`src/rtl/axi_lite_status_regs.sv`:
```
// ---------------------------------------------------------------------------
// axi_lite_status_regs
//
// AXI4-Lite responder giving the JTAG-to-AXI master a small register file
// next to the DDR3 controller: ID, DDR3 lock/calibration status with a sticky
// calibration-loss flag, a 16-bit CONTROL register driven to fabric logic, a
// free-running cycle counter and an optional 16 x 32 scratch RAM.
//
// Register map (byte offsets, bits [1:0] of the address ignored):
//   0x000 ID       RO  ID_VALUE
//   0x004 STATUS   bit0 locked_s, bit1 ready_s, bit2 calib_lost (W1C)
//   0x008 CONTROL  RW  bits [15:0], byte strobes [1:0] honoured
//   0x00C COUNTER  RO  free-running cycle counter
//   0x100-0x13C    SCRATCH (only when AXI_REGS_SCRATCH_EN is defined)
// Unmapped accesses return SLVERR (reads return 0).
//
// Build option: define AXI_REGS_SCRATCH_EN to build the scratch RAM. When it
// is undefined, the scratch window behaves as unmapped space.
//
// Ports:
//   clk, reset             fabric clock, asynchronous active-high reset
//   s_axi_aw*/w*/b*        AXI4-Lite write channels
//   s_axi_ar*/r*           AXI4-Lite read channels
//   ddr3_locked/ddr3_ready asynchronous status inputs from the MIG
//   control                CONTROL register contents
//
// Handshake rule: a transfer happens on a rising clk edge where both valid
// and ready are high; a valid, once raised, holds its payload stable until
// that edge, and the responder's bvalid/rvalid drop on that same edge.
// ---------------------------------------------------------------------------
module axi_lite_status_regs #(
    parameter int          ADDR_WIDTH = 12,
    parameter logic [31:0] ID_VALUE   = 32'h4152_5459
) (
    input  logic                  clk,
    input  logic                  reset,
    input  logic [ADDR_WIDTH-1:0] s_axi_awaddr,
    input  logic                  s_axi_awvalid,
    output logic                  s_axi_awready,
    input  logic [31:0]           s_axi_wdata,
    input  logic [3:0]            s_axi_wstrb,
    input  logic                  s_axi_wvalid,
    output logic                  s_axi_wready,
    output logic [1:0]            s_axi_bresp,
    output logic                  s_axi_bvalid,
    input  logic                  s_axi_bready,
    input  logic [ADDR_WIDTH-1:0] s_axi_araddr,
    input  logic                  s_axi_arvalid,
    output logic                  s_axi_arready,
    output logic [31:0]           s_axi_rdata,
    output logic [1:0]            s_axi_rresp,
    output logic                  s_axi_rvalid,
    input  logic                  s_axi_rready,
    input  logic                  ddr3_locked,
    input  logic                  ddr3_ready,
    output logic [15:0]           control
);

    localparam logic [1:0] RESP_OKAY   = 2'b00;
    localparam logic [1:0] RESP_SLVERR = 2'b10;

    localparam logic [ADDR_WIDTH-1:0] A_MASK    = ~ADDR_WIDTH'(3);
    localparam logic [ADDR_WIDTH-1:0] A_ID      = ADDR_WIDTH'(12'h000);
    localparam logic [ADDR_WIDTH-1:0] A_STATUS  = ADDR_WIDTH'(12'h004);
    localparam logic [ADDR_WIDTH-1:0] A_CONTROL = ADDR_WIDTH'(12'h008);
    localparam logic [ADDR_WIDTH-1:0] A_COUNTER = ADDR_WIDTH'(12'h00C);

    typedef enum logic {
        WR_IDLE,
        WR_RESP
    } wr_state_t;

    typedef enum logic [1:0] {
        RD_IDLE,
        RD_LOAD,
        RD_DATA
    } rd_state_t;

    // ------------------------------------------------------------------
    // Status synchronizers and calibration-loss flag
    // ------------------------------------------------------------------
    logic r_locked_meta, r_locked_s;
    logic r_ready_meta, r_ready_s, r_ready_d;
    logic r_calib_lost;
    logic [15:0] r_control;
    logic [31:0] r_counter;

    always_ff @(posedge clk or posedge reset) begin
        if (reset) begin
            r_locked_meta <= 1'b0;
            r_locked_s    <= 1'b0;
            r_ready_meta  <= 1'b0;
            r_ready_s     <= 1'b0;
            r_ready_d     <= 1'b0;
        end else begin
            r_locked_meta <= ddr3_locked;
            r_locked_s    <= r_locked_meta;
            r_ready_meta  <= ddr3_ready;
            r_ready_s     <= r_ready_meta;
            r_ready_d     <= r_ready_s;
        end
    end

    always_ff @(posedge clk or posedge reset) begin
        if (reset) begin
            r_counter <= 32'h0;
        end else begin
            r_counter <= r_counter + 32'h1;
        end
    end

    // ------------------------------------------------------------------
    // Write path
    // ------------------------------------------------------------------
    wr_state_t             r_wr_state, w_wr_next;
    logic                  r_aw_held, r_w_held;
    logic [ADDR_WIDTH-1:0] r_awaddr;
    logic [31:0]           r_wdata;
    logic [3:0]            r_wstrb;
    logic [1:0]            r_bresp;
    logic                  w_awready, w_wready, w_commit;

    logic [ADDR_WIDTH-1:0] w_wr_addr;
    logic                  w_wr_status, w_wr_control, w_wr_ro, w_wr_scratch, w_wr_err;

    assign w_wr_addr    = r_awaddr & A_MASK;
    assign w_wr_status  = (w_wr_addr == A_STATUS);
    assign w_wr_control = (w_wr_addr == A_CONTROL);
    assign w_wr_ro      = (w_wr_addr == A_ID) || (w_wr_addr == A_COUNTER);
    assign w_wr_err     = !(w_wr_status || w_wr_control || w_wr_ro || w_wr_scratch);

    // Address and data are captured independently; the commit happens one
    // cycle after the later of the two lands, so the register update and
    // bvalid appear on the same edge.
    always_comb begin
        w_wr_next = r_wr_state;
        w_awready = 1'b0;
        w_wready  = 1'b0;
        w_commit  = 1'b0;
        case (r_wr_state)
            WR_IDLE: begin
                w_awready = !r_aw_held;
                w_wready  = !r_w_held;
                if (r_aw_held && r_w_held) begin
                    w_commit  = 1'b1;
                    w_wr_next = WR_RESP;
                end
            end
            WR_RESP: begin
                if (s_axi_bready) begin
                    w_wr_next = WR_IDLE;
                end
            end
            default: w_wr_next = WR_IDLE;
        endcase
    end

    always_ff @(posedge clk or posedge reset) begin
        if (reset) begin
            r_wr_state <= WR_IDLE;
            r_aw_held  <= 1'b0;
            r_w_held   <= 1'b0;
            r_awaddr   <= '0;
            r_wdata    <= 32'h0;
            r_wstrb    <= 4'h0;
            r_bresp    <= RESP_OKAY;
        end else begin
            r_wr_state <= w_wr_next;
            if (s_axi_awvalid && w_awready) begin
                r_aw_held <= 1'b1;
                r_awaddr  <= s_axi_awaddr;
            end else if (w_commit) begin
                r_aw_held <= 1'b0;
            end
            if (s_axi_wvalid && w_wready) begin
                r_w_held <= 1'b1;
                r_wdata  <= s_axi_wdata;
                r_wstrb  <= s_axi_wstrb;
            end else if (w_commit) begin
                r_w_held <= 1'b0;
            end
            if (w_commit) begin
                r_bresp <= w_wr_err ? RESP_SLVERR : RESP_OKAY;
            end
        end
    end

    // A falling ready_s sets the flag; the W1C clear loses to a same-cycle set.
    logic w_lost_set, w_lost_clr;
    assign w_lost_set = r_ready_d && !r_ready_s;
    assign w_lost_clr = w_commit && w_wr_status && r_wstrb[0] && r_wdata[2];

    always_ff @(posedge clk or posedge reset) begin
        if (reset) begin
            r_control    <= 16'h0;
            r_calib_lost <= 1'b0;
        end else begin
            if (w_commit && w_wr_control) begin
                if (r_wstrb[0]) r_control[7:0]  <= r_wdata[7:0];
                if (r_wstrb[1]) r_control[15:8] <= r_wdata[15:8];
            end
            if (w_lost_set) begin
                r_calib_lost <= 1'b1;
            end else if (w_lost_clr) begin
                r_calib_lost <= 1'b0;
            end
        end
    end

    // ------------------------------------------------------------------
    // Read path
    // ------------------------------------------------------------------
    rd_state_t             r_rd_state, w_rd_next;
    logic [ADDR_WIDTH-1:0] r_araddr;
    logic [31:0]           r_rdata;
    logic [1:0]            r_rresp;
    logic                  w_arready;

    logic [ADDR_WIDTH-1:0] w_rd_addr;
    logic                  w_rd_scratch, w_rd_err;
    logic [31:0]           w_scratch_rdata, w_rd_data;

    assign w_rd_addr = r_araddr & A_MASK;

    always_comb begin
        w_rd_data = 32'h0;
        w_rd_err  = 1'b0;
        if (w_rd_addr == A_ID) begin
            w_rd_data = ID_VALUE;
        end else if (w_rd_addr == A_STATUS) begin
            w_rd_data = {29'h0, r_calib_lost, r_ready_s, r_locked_s};
        end else if (w_rd_addr == A_CONTROL) begin
            w_rd_data = {16'h0, r_control};
        end else if (w_rd_addr == A_COUNTER) begin
            w_rd_data = r_counter;
        end else if (w_rd_scratch) begin
            w_rd_data = w_scratch_rdata;
        end else begin
            w_rd_err = 1'b1;
        end
    end

    // RD_LOAD is the cycle between the AR handshake and the data capture, so
    // a write committing on the capture edge is not yet visible to the read.
    always_comb begin
        w_rd_next = r_rd_state;
        w_arready = 1'b0;
        case (r_rd_state)
            RD_IDLE: begin
                w_arready = 1'b1;
                if (s_axi_arvalid) begin
                    w_rd_next = RD_LOAD;
                end
            end
            RD_LOAD: w_rd_next = RD_DATA;
            RD_DATA: begin
                if (s_axi_rready) begin
                    w_rd_next = RD_IDLE;
                end
            end
            default: w_rd_next = RD_IDLE;
        endcase
    end

    always_ff @(posedge clk or posedge reset) begin
        if (reset) begin
            r_rd_state <= RD_IDLE;
            r_araddr   <= '0;
            r_rdata    <= 32'h0;
            r_rresp    <= RESP_OKAY;
        end else begin
            r_rd_state <= w_rd_next;
            if (s_axi_arvalid && w_arready) begin
                r_araddr <= s_axi_araddr;
            end
            if (r_rd_state == RD_LOAD) begin
                r_rdata <= w_rd_data;
                r_rresp <= w_rd_err ? RESP_SLVERR : RESP_OKAY;
            end
        end
    end

    // ------------------------------------------------------------------
    // Scratch RAM (contents intentionally not reset)
    // ------------------------------------------------------------------
`ifdef AXI_REGS_SCRATCH_EN
    logic [31:0] r_scratch [16];

    assign w_wr_scratch    = (w_wr_addr[ADDR_WIDTH-1:6] == (ADDR_WIDTH-6)'(4));
    assign w_rd_scratch    = (w_rd_addr[ADDR_WIDTH-1:6] == (ADDR_WIDTH-6)'(4));
    assign w_scratch_rdata = r_scratch[w_rd_addr[5:2]];

    always_ff @(posedge clk) begin
        if (w_commit && w_wr_scratch) begin
            for (int b = 0; b < 4; b++) begin
                if (r_wstrb[b]) begin
                    r_scratch[w_wr_addr[5:2]][8*b +: 8] <= r_wdata[8*b +: 8];
                end
            end
        end
    end
`else
    logic w_unused_wr;

    assign w_wr_scratch    = 1'b0;
    assign w_rd_scratch    = 1'b0;
    assign w_scratch_rdata = 32'h0;
    // Upper data bytes and strobes only matter to the scratch RAM.
    assign w_unused_wr     = &{1'b0, r_wdata[31:16], r_wstrb[3:2]};
`endif

    // ------------------------------------------------------------------
    // Outputs
    // ------------------------------------------------------------------
    assign s_axi_awready = w_awready;
    assign s_axi_wready  = w_wready;
    assign s_axi_bvalid  = (r_wr_state == WR_RESP);
    assign s_axi_bresp   = r_bresp;
    assign s_axi_arready = w_arready;
    assign s_axi_rvalid  = (r_rd_state == RD_DATA);
    assign s_axi_rdata   = r_rdata;
    assign s_axi_rresp   = r_rresp;
    assign control       = r_control;

endmodule

```
`config.mk`:
```
export PLATFORM = sky130hd
export DESIGN_NAME = axi_lite_status_regs
export DESIGN_NICKNAME = d
export VERILOG_FILES = /design/src/rtl/axi_lite_status_regs.sv
export SDC_FILE = /design/constraint.sdc
export NUM_CORES = 1
export LEC_CHECK = 0
export BUFFER_PORTS_ARGS = -buffer_cell sky130_fd_sc_hd__buf_2
export CAP_MARGIN = 40
export CORE_UTILIZATION = 30
export DETAILED_ROUTE_END_ITERATION = 16
export MAX_ROUTING_LAYER = met4
export PLACE_DENSITY = 0.51
export RECOVER_POWER = 100
export SLEW_MARGIN = 20
export SYNTH_ARGS = -nofsm -noshare
export SYNTH_HDL_FRONTEND = slang
export SYNTH_SLANG_ARGS = --single-unit
```
`constraint.sdc`:
```
create_clock -name clk -period 6.1 [get_ports clk]
set_clock_uncertainty 0.1 [all_clocks]
set_input_delay 0.915 -clock clk [delete_from_list [all_inputs] [get_ports clk]]
set_output_delay 0.915 -clock clk [all_outputs]
set_load 0.005 [all_outputs]
```
* After elaboration in Yosys (flattened, before gate mapping) *
Index checks and enable logic that the tools add are counted.

storage, ports and cells
  register bits after elaboration = 137
  latch bits = 0
  memory bits (read-only) = 0
  bits of input ports = 69
  memories kept = 0
  memory bits (writable) = 0

cells by class
  divide/modulo/power cells = 0
  equal/unequal tests = 10
  bitwise logic cells = 1
  reduce and logical (&&, ||, !) cells = 24
  shift operators = 0
  order comparisons = 0
  add/sub/neg operators = 1
  multiply operators = 0
  multiplexer cells = 25

operator list
  kind                     number
  $mux W32                 4
  $eq A10 B2 Y1 const B    4
  $add A32 B1 Y32 const B  1
  $logic_not A12 Y1        2
  $eq A10 B1 Y1 const B    2
  $mux W1                  15
  $logic_and A1 B1 Y1      9
  $mux W2                  4
  $pmux W2 S3              1
  $reduce_and A2 Y1        3
  $reduce_bool A2 Y1       3
  $logic_not A1 Y1         3
  $logic_or A1 B1 Y1       3
  $eq A2 B1 Y1 const B     1
  $eq A2 B2 Y1 const B     1
  $logic_not A2 Y1         1
  $ne A2 B1 Y1 const B     1
  $ne A2 B2 Y1 const B     1
  $pmux W1 S2              1
  $not A1 Y1               1

* Longest topological paths before layout *
Gate-level depths: netlist of run 1.

  depth in word-level cells = 8
  mapped depth = 5

* Worst setup path before layout of run 1 *
No wires, ideal clock.

  path type = input to register
  from = input s_axi_wvalid
  to = register r_wdata[0]
  stages = 4
  required time = 5875 ps
  setup time = 125 ps
  arrival = 1756 ps
  slack = 4119 ps
  cells stage by stage = and2_1 > buf_2 > buf_2 > mux2_2

on the way
  longest elaborated chain between the ends = 1

ends and longest elaborated chain
  what                  RTL line  source
  from (decl)           42        input logic s_axi_wvalid,
  $logic_and A1 B1 Y1   175       if (s_axi_wvalid && w_wready) begin
  to (signal assigned)  177       r_wdata <= s_axi_wdata;
  to (decl)             118       logic [31:0] r_wdata;

Every way passes these cells.
A chain may end at the register's enable or synchronous reset.

* Worst setup path after layout of run 1 *
  from = register r_rd_state[1]
  to = register r_rdata[27] (netlist: s_axi_rdata[27])

on the way
  longest elaborated chain between the ends = 1

ends and longest elaborated chain
  what                    RTL line  source
  from (decl)             213       rd_state_t r_rd_state, w_rd_next;
  from (signal assigned)  272       r_rd_state <= w_rd_next;
  $eq A2 B1 Y1            276       if (r_rd_state == RD_LOAD) begin
  to (signal assigned)    277       r_rdata <= w_rd_data;
  to (decl)               215       logic [31:0] r_rdata;

Every way passes these cells.

==> impl_metrics.env, run 1 <==
export IMPL_setup_viol=0
export IMPL_hold_viol=0
export IMPL_drt_total_wl_mm=11.44
export IMPL_min_to="r_ready_s"
export IMPL_cp_arrival_ns=3.08
export IMPL_antenna_cells=0
export IMPL_grt_pass1_vias=3718
export IMPL_ys_flop_type="dfrtp_1"
export IMPL_cpPeakStageDelay_ns=1.48
export IMPL_rr_startpoint="r_rd_state[1]"
export IMPL_ios=126
export IMPL_ys_seq_area_share_pct=61.03
export IMPL_fin_crit_sh_pct=47.40
export IMPL_clock_latency_ns=0.41
export IMPL_cap_violations=2
export IMPL_synth_cell_types=39
export IMPL_cts_clk_slew_worst_paths_ns=0.05
export IMPL_crit_buf_inv=2
export IMPL_drive_gt1_share_pct=28.78
export IMPL_num_vias=3604
export IMPL_crit_type="reg2reg"
export IMPL_syn_area_per_cell_um2=12.61
export IMPL_m1WireLength_mm=5.290
export IMPL_cts_root_buf="clkbuf_16"
export IMPL_finalSetupTns_ns=0
export IMPL_syn_to_final_growth_pct=23.60
export IMPL_syn_cell_area_mm2=0.005371
export IMPL_ys_ff_latch=131
export IMPL_hold_buffers=0
export IMPL_overflow=0
export IMPL_grt_first_pass_wirelength_mm=19.35
export IMPL_wl_met3_um=599
export IMPL_crit_path_start_kind="flip-flop"
export IMPL_postSynthCellCount=426
export IMPL_fill_cells=1741
export IMPL_finalNonFillerCells=774
export IMPL_endpoint_kind="flip-flop"
export IMPL_outcome="finished, violations left"
export IMPL_initial_core_util_pct=30.84
export IMPL_drt_initial_drc_count=160
export IMPL_cts_num_sinks=131
export IMPL_critical_path_top_delay_family="buffers and inverters"
export IMPL_cts_made_buffers=17
export IMPL_layout_min_cycle_time_ns=2.891
export IMPL_r2r_cells=5
export IMPL_top_layer_used="met4"
export IMPL_crit_path_cell_trace="nand2b_2 > clkbuf_1 > nor3b_1 > clkbuf_1 > a22o_1"
export IMPL_drtAntennaViolNets=0
export IMPL_grt_usage_pct=14.34
export IMPL_hold_depth=0
export IMPL_violations="capacitance limit, slew limit"
export IMPL_htree_num_levels=4
export IMPL_ys_async_sr_fraction_pct=100.0
export IMPL_slew_viol_final=61
export IMPL_route_detailed_drc=0
export IMPL_slew_headroom_pct=-38.81
export IMPL_synth_edf_count=0
export IMPL_grt_max_degree=59
export IMPL_numPortBuffers=101
export IMPL_crit_top_cell="clkbuf_1"
export IMPL_cts_setup_buffers=0
export IMPL_die_h_um=135.8
export IMPL_finalNetCount=607
export IMPL_place_gp_congestion=0.7433
export IMPL_worst_hold_path_type="reg2reg"
export IMPL_yosys_warnings=0
export IMPL_wl_per_cell_um=14.78
export IMPL_r2r_end="s_axi_rdata[27]"
export IMPL_cts_repair_resized=0
export IMPL_antenna_found_initial=0
export IMPL_die_w_um=135.8
export IMPL_p_per_area_mw_per_mm2=386.1
export IMPL_min_from="r_ready_meta"
export IMPL_cts_tree="built"
export IMPL_ctsLongestPathBuffers=2
export IMPL_worstPathRequired_ns=6.29
export IMPL_worst_path_max_delay_cell="clkbuf_1"
export IMPL_vdd_drop_max_uv=205.5
export IMPL_core_area_mm2=0.01742
export IMPL_place_detailed_hpwl_mm=8.300
export IMPL_placementRows=48
export IMPL_met2_length_mm=5.344
export IMPL_worstMarginPinSlew_ns=2.082
export IMPL_dieArea_mm2=0.01844
export IMPL_max_freq_mhz=345.9
export IMPL_rsz0062_at_grt="false"
export IMPL_routed_via_density=4.656
export IMPL_leakage_nw=3.029
export IMPL_cp_max_fo=49
export IMPL_r2r_setup_slack_ns=3.21
export IMPL_placed_cells=741
export IMPL_final_util_pct=38.12
export IMPL_drt_pass1_iter_count=4
-- cells by family after synthesis --
group,synth area share [%]
flip-flops,61.03
AO/OA/AOI/OAI,6.476
other,0.06981
multiplexers,13.02
adder cells (fa/ha/maj),0.2329
buffers and inverters,2.120
AND/OR/NAND/NOR,12.16
XOR/XNOR,4.892
-- worst register-to-register path: stages, from the launching register on --
cell      delay [ns]
dfrtp_1         0.35
nand2b_2        0.12
clkbuf_1        1.48
nor3b_1         0.14
clkbuf_1        0.32
a22o_1          0.25
-- power by group --
| part | internal [W] | switching [W] | total [W] |
|---|---|---|---|
| Combinational | 0.000230 | 0.000229 | 0.000459 |
| Clock | 0.000618 | 0.000354 | 0.000972 |
| Sequential | 0.00103 | 0.000107 | 0.00113 |
-- per-stage QoR --
stage | total power [W] | hold WS [ns] | worst slack, ns | instance area [um2]
finish | 0.002563 | 0.2500 | 3.209 | 6639
global placement | 0.001592 | 0.2378 | 3.509 | 6106
global route | 0.002727 | 0.2658 | 2.882 | 6639
floorplan | 0.001476 | 0.2312 | 1.587 | 5375
CTS | 0.002603 | 0.2555 | 3.812 | 6709
detailed placement | 0.001616 | 0.2435 | 3.678 | 6138
-- cell usage in the layout, fill, tap and decap left out, drive strengths merged, types with 9 or more instances in the layout --
cell type / count
dfrtp: 131
buf: 70
clkbuf: 60
mux2: 55
nand2: 48
xnor2: 25
o21ai: 20
nand3: 17
nor2: 14
o31ai: 12
a22o: 12
nand4: 12
nor4: 9
-- layout make-up --
cell class                      instances  area (um2)  share of cell area, %
Clock buffer                           22       464.2                  6.992
Clock inverter                          9       106.4                  1.602
Inverter                                8       31.28                 0.4712
Multi-Input combinational cell        271        1951                  29.38
Sequential cell                       131        3278                  49.38
Tap cell                              225       281.5                  4.240
Timing Repair Buffer                  108       526.8                  7.934
-- registers in the layout (all words and copies together) (netlist names), 2 cells and up --
signal       flops
r_awaddr        10
s_axi_rdata     32
r_wstrb          2
control         16
r_araddr        10
r_counter       32
r_rd_state       2
r_wdata         16
-- cells in the mapped netlist, types with 3 or more instances --
cell type	instances	share of area (%)
mux2_2	55	12
dfrtp_1	131	61
o31ai_1	12	1.7
buf_4	3	0.42
nand2b_1	3	0.35
xor2_1	5	0.82
clkbuf_1	6	0.42
nand4_1	10	1.2
nor2_1	13	0.91
and3_1	5	0.58
buf_2	7	0.65
o21ai_0	20	1.9
a22o_1	12	2.0
nand2_1	48	3.4
nor4_1	6	0.70
xnor2_1	25	4.1
inv_1	8	0.56
nand3_1	15	1.4
and2_1	5	0.58
a21oi_1	6	0.56
mux2i_1	8	1.5
-- per-layer routing --
metal / up-vias / global-route usage [%]
li1: 1718 / -
met1: 1781 / 17.60
met2: 90 / 21.68
met3: 15 / 4.996
met4: 0 / 5.306
met5: - / -
-- worst max path at each step --
stage,from,to,slack [ns],cells after the start
floorplan,reset,control[0],1.59,1
global placement,reset,r_wdata[5],3.51,3
detailed placement,reset,r_wdata[1],3.68,4
CTS,r_araddr[4],s_axi_rdata[15],3.81,4
global route,r_rd_state[1],s_axi_rdata[27],2.88,5
finish,r_rd_state[1],s_axi_rdata[27],3.21,5
Power figures use the tool's default switching activity.
==> run 2: changes to the inputs <==
- clock period: 6.1 -> 2.7 ns (I/O delays scaled with it)
==> run 2 against run 1 <==
Net effect:
- non-clock buffer count increased by 5
- sequential power increased by 130%
- global-route usage increased by 0.23 points
- flip-flop and latch count unchanged
- worst setup slack got worse by 2.7 ns
- via count increased by 1.1%
- critical path type unchanged
- critical path depth unchanged
- the flow now finishes without violations
- cell area increased by 1.4%
- cell count increased by 0.65%
- largest power group unchanged
==> impl_metrics.env, run 2 (synthesis results as in run 1) <==
export IMPL_outcome="completed"
export IMPL_grt_max_degree=66
export IMPL_finalNetCount=612
export IMPL_rr_startpoint="r_counter[0]"
export IMPL_worstPathRequired_ns=2.90
export IMPL_cts_num_sinks=131
export IMPL_rsz0062_at_grt="false"
export IMPL_cpPeakStageDelay_ns=0.85
export IMPL_numPortBuffers=101
export IMPL_cts_tree="built"
export IMPL_switching_share_pct=26.75
export IMPL_r2r_end="r_counter[28]"
export IMPL_cts_clk_slew_worst_paths_ns=0.06
export IMPL_p_per_area_mw_per_mm2=885.0
export IMPL_drive_gt1_share_pct=30.14
export IMPL_cp_arrival_ns=2.40
export IMPL_antenna_found_initial=0
export IMPL_layout_min_cycle_time_ns=2.203
export IMPL_dieArea_mm2=0.01844
export IMPL_crit_type="reg2reg"
export IMPL_p_sw_w=0.001594
export IMPL_grt_pass1_vias=3762
export IMPL_seqPwrFrac_pct=43.5
export IMPL_cp_max_fo=10
export IMPL_place_detailed_hpwl_mm=8.472
export IMPL_ios=126
export IMPL_combPwrFrac_pct=17.1
export IMPL_drt_pass1_iter_count=4
export IMPL_worstMarginPinSlew_ns=1.067
export IMPL_route_detailed_drc=0
export IMPL_antenna_cells=0
export IMPL_endpoint_kind="flip-flop"
export IMPL_cts_repair_resized=0
export IMPL_initial_core_util_pct=30.84
export IMPL_leakage_nw=3.087
export IMPL_intPower_w=0.004365
export IMPL_worst_path_max_delay_cell="nor4_2"
export IMPL_cts_setup_buffers=0
export IMPL_overflow=0
export IMPL_hold_buffers=3
export IMPL_hold_viol=0
export IMPL_wl_per_cell_um=15.07
export IMPL_cp_depth=5
export IMPL_htree_num_levels=4
export IMPL_cts_root_buf="clkbuf_16"
export IMPL_die_w_um=135.8
export IMPL_place_ws_ns=0.7210
export IMPL_layout_cells_most_common="dfrtp_1"
export IMPL_placed_cells=745
export IMPL_critical_path_top_delay_family="simple AND/OR/NAND/NOR gates"
export IMPL_grt_usage_pct=14.57
export IMPL_worst_hold_path_type="in2reg"
export IMPL_slew_headroom_pct=28.84
export IMPL_grt_first_pass_wirelength_mm=19.58
export IMPL_crit_path_start_kind="flip-flop"
export IMPL_clock_latency_ns=0.41
export IMPL_drtAntennaViolNets=0
export IMPL_cap_violations=0
export IMPL_finalSetupTns_ns=0
export IMPL_final_util_pct=38.66
export IMPL_finalWorstSetupSlack_ns=0.4967
export IMPL_r2r_cells=5
export IMPL_place_gp_congestion=0.7504
export IMPL_crit_path_cell_trace="ha_1 > inv_1 > nor4_2 > nand4_1 > xnor2_1"
export IMPL_slew_viol_final=0
export IMPL_die_h_um=135.8
export IMPL_num_vias=3643
export IMPL_drt_total_wl_mm=11.74
export IMPL_syn_to_final_growth_pct=25.37
export IMPL_crit_buf_inv=1
export IMPL_mostFrequentLayoutCells="dfrtp_1, buf_2, mux2_2"
export IMPL_clock_power_share_pct=39.5
export IMPL_cts_made_buffers=17
export IMPL_crit_path_end="r_counter[28]"
export IMPL_ctsLongestPathBuffers=2
export IMPL_core_area_mm2=0.01742
export IMPL_setup_viol=0
export IMPL_finalNonFillerCells=779
export IMPL_vdd_drop_max_uv=513.1
export IMPL_routed_via_density=4.677
export IMPL_fin_crit_sh_pct=81.60
export IMPL_r2r_setup_slack_ns=0.50
export IMPL_timing_critical_path_from="r_counter[0]"
export IMPL_placementRows=48
export IMPL_max_freq_mhz=453.9
export IMPL_drt_initial_drc_count=127
-- run 2: cell types whose count changed in the layout (fill, tap and decap cells not counted), moves of 2 or more --
cell,previous run,this run
nor4_2,0,2
buf_2,65,68
buf_12,0,2
clkbuf_1,40,37
buf_1,2,0
clkinv_2,3,5
clkbuf_8,2,4
dlygate4sd3_1,0,3
nor4_1,8,6
-- run 2: layout make-up --
type / count / area (um2)
fill: 1732 / 10680
sequential: 131 / 3278
multi-input combinational: 271 / 1963
timing repair buffer: 113 / 569.3
clock buffer: 21 / 480.5
tap: 225 / 281.5
clock inverter: 10 / 130.1
inverter: 8 / 31.28
-- run 2: power groups by stage --
stage	Clock, W	Combinational (W)	Sequential [W]
floorplan	0	0.000832	0.00250
global placement	0	0.00102	0.00260
detailed placement	0	0.00106	0.00263
CTS	0.00241	0.00106	0.00259
global route	0.00251	0.00115	0.00264
finish	0.00235	0.00102	0.00259
-- run 2: worst min-delay path by stage --
stage | to | slack [ns] | cells past startpoint | start
3_5_place_dp | r_ready_s | 0.24 | 0 | r_ready_meta
2_1_floorplan | r_locked_s | 0.23 | 0 | r_locked_meta
6_report | s_axi_bvalid | 0.09 | 2 | s_axi_bready
5_1_grt | r_rd_state[1] | 0.09 | 2 | s_axi_rready
4_1_cts | s_axi_bvalid | 0.08 | 2 | s_axi_bready
3_3_place_gp | r_ready_s | 0.24 | 0 | r_ready_meta
-- run 2: through the flow --
stage | area, um2 | total power [W] | hold WS (ns)
finish | 6734 | 0.005960 | 0.09109
global placement | 6177 | 0.003628 | 0.2372
global route | 6734 | 0.006301 | 0.09113
CTS | 6818 | 0.006065 | 0.07601
floorplan | 5379 | 0.003336 | 0.2312
detailed placement | 6177 | 0.003685 | 0.2370
-- run 2: metal layers --
metal  GRT usage, %  wire length [um]
met1          17.89              5472
met2          22.11              5471
met3          5.071               645
met4          5.243               152
met5              -                 0
-- run 2: worst register-to-register path, stage by stage (launching register included) --
cell     delay [ns]
dfrtp_1        0.42
ha_1           0.24
inv_1          0.09
nor4_2         0.85
nand4_1        0.22
xnor2_1        0.17
==> run 3: changes to the inputs <==
- ABC_AREA: default -> 1
- PLACE_DENSITY: 0.51 -> 0.5
- clock period: 2.7 -> 2.2 ns (I/O delays scaled with it)
==> run 3 against run 2 <==
Net effect:
- cell count up 38%
- global-route usage rose by 1.1 points
- clock power grew 28%
- largest power group unchanged
==> impl_metrics.env, run 3 <==
export IMPL_num_vias=4664
export IMPL_crit_type="reg2reg"
export IMPL_multi_input_area_mm2=0.002246
export IMPL_placed_area_mm2=0.006824
export IMPL_cts_made_buffers=17
export IMPL_routed_via_density=4.351
export IMPL_vdd_drop_max_uv=715.0
export IMPL_antenna_cells=0
export IMPL_placementRows=51
export IMPL_ys_async_sr_fraction_pct=100.0
export IMPL_synth_top_family_by_area="simple AND/OR/NAND/NOR gates"
export IMPL_fin_crit_sh_pct=86.11
export IMPL_grt_usage_pct=15.68
export IMPL_die_w_um=143.0
export IMPL_cp_max_fo=7
export IMPL_synthTopCellsByArea="dfrtp_1, nand2_1, nor2_1, nand3_1, inv_1"
export IMPL_fin_area_mm2=0.007362
export IMPL_drt_initial_drc_count=229
export IMPL_max_freq_mhz=527.9
export IMPL_hold_viol=0
export IMPL_grt_max_degree=36
export IMPL_drive_gt1_share_pct=18.09
export IMPL_initial_core_util_pct=30.65
export IMPL_synthXorXnorAreaFrac_pct=2.349
export IMPL_ys_seq_area_share_pct=54.95
export IMPL_cts_clk_slew_worst_paths_ns=0.06
export IMPL_syn_cell_area_mm2=0.005966
export IMPL_cts_setup_buffers=0
export IMPL_setup_viol=0
export IMPL_mostFrequentLayoutCells="nand2_1, dfrtp_1, nor2_1"
export IMPL_postSynthCellCount=675
export IMPL_slew_viol_final=0
export IMPL_cts_repair_resized=0
export IMPL_ys_ff_latch=131
export IMPL_worstPathRequired_ns=2.41
export IMPL_numPortBuffers=101
export IMPL_slew_headroom_pct=49.52
export IMPL_yosys_area_top_type_share_pct=54.95
export IMPL_fill_cells=2041
export IMPL_drt_total_wl_mm=14.42
export IMPL_synth_edf_count=0
export IMPL_crit_path_start_kind="flip-flop"
export IMPL_finalSetupTns_ns=0
export IMPL_yosysMostFrequentCell="nand2_1"
export IMPL_ys_flop_type="dfrtp_1"
export IMPL_outcome="completed"
export IMPL_synth_compound_area_share_pct=6.984
export IMPL_core_area_mm2=0.01946
export IMPL_die_h_um=143.0
export IMPL_layout_cells_most_common="nand2_1"
export IMPL_syn_area_per_cell_um2=8.838
export IMPL_clock_latency_ns=0.42
export IMPL_seq_area_mm2=0.003278
export IMPL_synth_commonest_cells="nand2_1, dfrtp_1, nor2_1"
export IMPL_place_detailed_hpwl_mm=10.54
export IMPL_grt_pass1_vias=4540
export IMPL_htree_num_levels=4
export IMPL_p_per_area_mw_per_mm2=1096
export IMPL_grt_first_pass_wirelength_mm=23.54
export IMPL_synth_area_leader_cell="dfrtp_1"
export IMPL_layout_min_cycle_time_ns=1.894
export IMPL_wl_per_cell_um=13.45
export IMPL_hold_buffers=7
export IMPL_ios=126
export IMPL_worstMarginPinSlew_ns=0.7572
export IMPL_synthSimpleGateAreaFrac_pct=27.33
export IMPL_drt_pass1_iter_count=4
export IMPL_synth_cell_types=29
export IMPL_yosys_warnings=0
export IMPL_antenna_found_initial=0
export IMPL_route_detailed_drc=0
export IMPL_cts_tree="built"
export IMPL_endpoint_kind="flip-flop"
export IMPL_synthMuxAreaShare_pct=2.265
export IMPL_ctsLongestPathBuffers=2
export IMPL_finalNetCount=864
export IMPL_cts_root_buf="clkbuf_16"
export IMPL_place_gp_congestion=0.8242
export IMPL_cap_violations=0
export IMPL_syn_to_final_growth_pct=23.41
export IMPL_synth_fa_ha_area_share_pct=0.2097
export IMPL_dieArea_mm2=0.02045
export IMPL_leakage_nw=3.570
export IMPL_cp_arrival_ns=2.10
export IMPL_rsz0062_at_grt="false"
export IMPL_worst_hold_path_type="in2reg"
export IMPL_drtAntennaViolNets=0
export IMPL_overflow=0
export IMPL_cts_num_sinks=131
-- run 3: critical path, stage by stage, from the launching register on --
cell     delay [ns]
dfrtp_1        0.47
ha_1           0.23
nand3_1        0.20
nor2_4         0.19
nand2_1        0.16
nor2_1         0.23
nand3_1        0.10
nand2_1        0.07
nand2_1        0.04
-- run 3: final timing paths --
check / from / to / slack, ns / depth (start not counted)
min reg2reg: r_locked_meta / r_locked_s / 0.25 / 0
max reg2reg: r_counter[0] / r_counter[20] / 0.31 / 8
min in group asynchronous: reset / r_araddr[9] / 0.26 / 3
min: s_axi_rready / r_rd_state[1] / 0.008 / 2
max in group asynchronous: reset / r_wdata[4] / 0.35 / 5
max: r_counter[0] / r_counter[20] / 0.31 / 8
-- run 3: report_power, final --
part           switching [W]  internal, W  total, W  leakage [nW]
combinational        0.00112     0.000669   0.00179          1.60
clock                0.00119      0.00182   0.00300         0.302
sequential          0.000312      0.00296   0.00328          1.66
total                0.00261      0.00545   0.00807          3.57
-- run 3: stage by stage --
stage / util [%] / power (W) / setup slack, ns / hold slack [ns] / instances
after detailed placement: 35.06 / 0.005242 / 0.4367 / 0.2347 / 1032
after global routing: 37.83 / 0.008587 / 0.1298 / 0.005418 / 1072
after global placement: 35.06 / 0.005208 / 0.4403 / 0.2339 / 1032
after floorplan: - / 0.004572 / 0.1468 / 0.2312 / 676
final: 37.83 / 0.008065 / 0.3055 / 0.008238 / 1072
after CTS: 38.60 / 0.008299 / 0.4089 / 0.000003830 / 1071
-- run 3: layout make-up --
| cell class | count | share of cell area, % |
|---|---|---|
| clock buffer | 17 | 5.778 |
| clock inverter | 15 | 2.617 |
| inverter | 60 | 3.076 |
| multi-input combinational | 465 | 30.51 |
| sequential | 131 | 44.53 |
| tap | 265 | 4.504 |
| timing repair buffer | 119 | 8.990 |
-- run 3: layer usage --
metal / GRT usage [%] / share of wire (%)
met3: 4.326 / 4.6
met4: 4.018 / 0.76
met5: - / 0
met2: 23.34 / 45
met1: 20.93 / 49
-- run 3: cell families (layout without fill, tap and decap cells) --
group | after synthesis | count (layout)
simple gates | 374 | 374
flops | 131 | 131
buf+inv | 80 | 211
compound gates | 60 | 60
xor+xnor | 16 | 16
mux | 12 | 12
fa+ha+maj | 1 | 1
other cells | 1 | 2
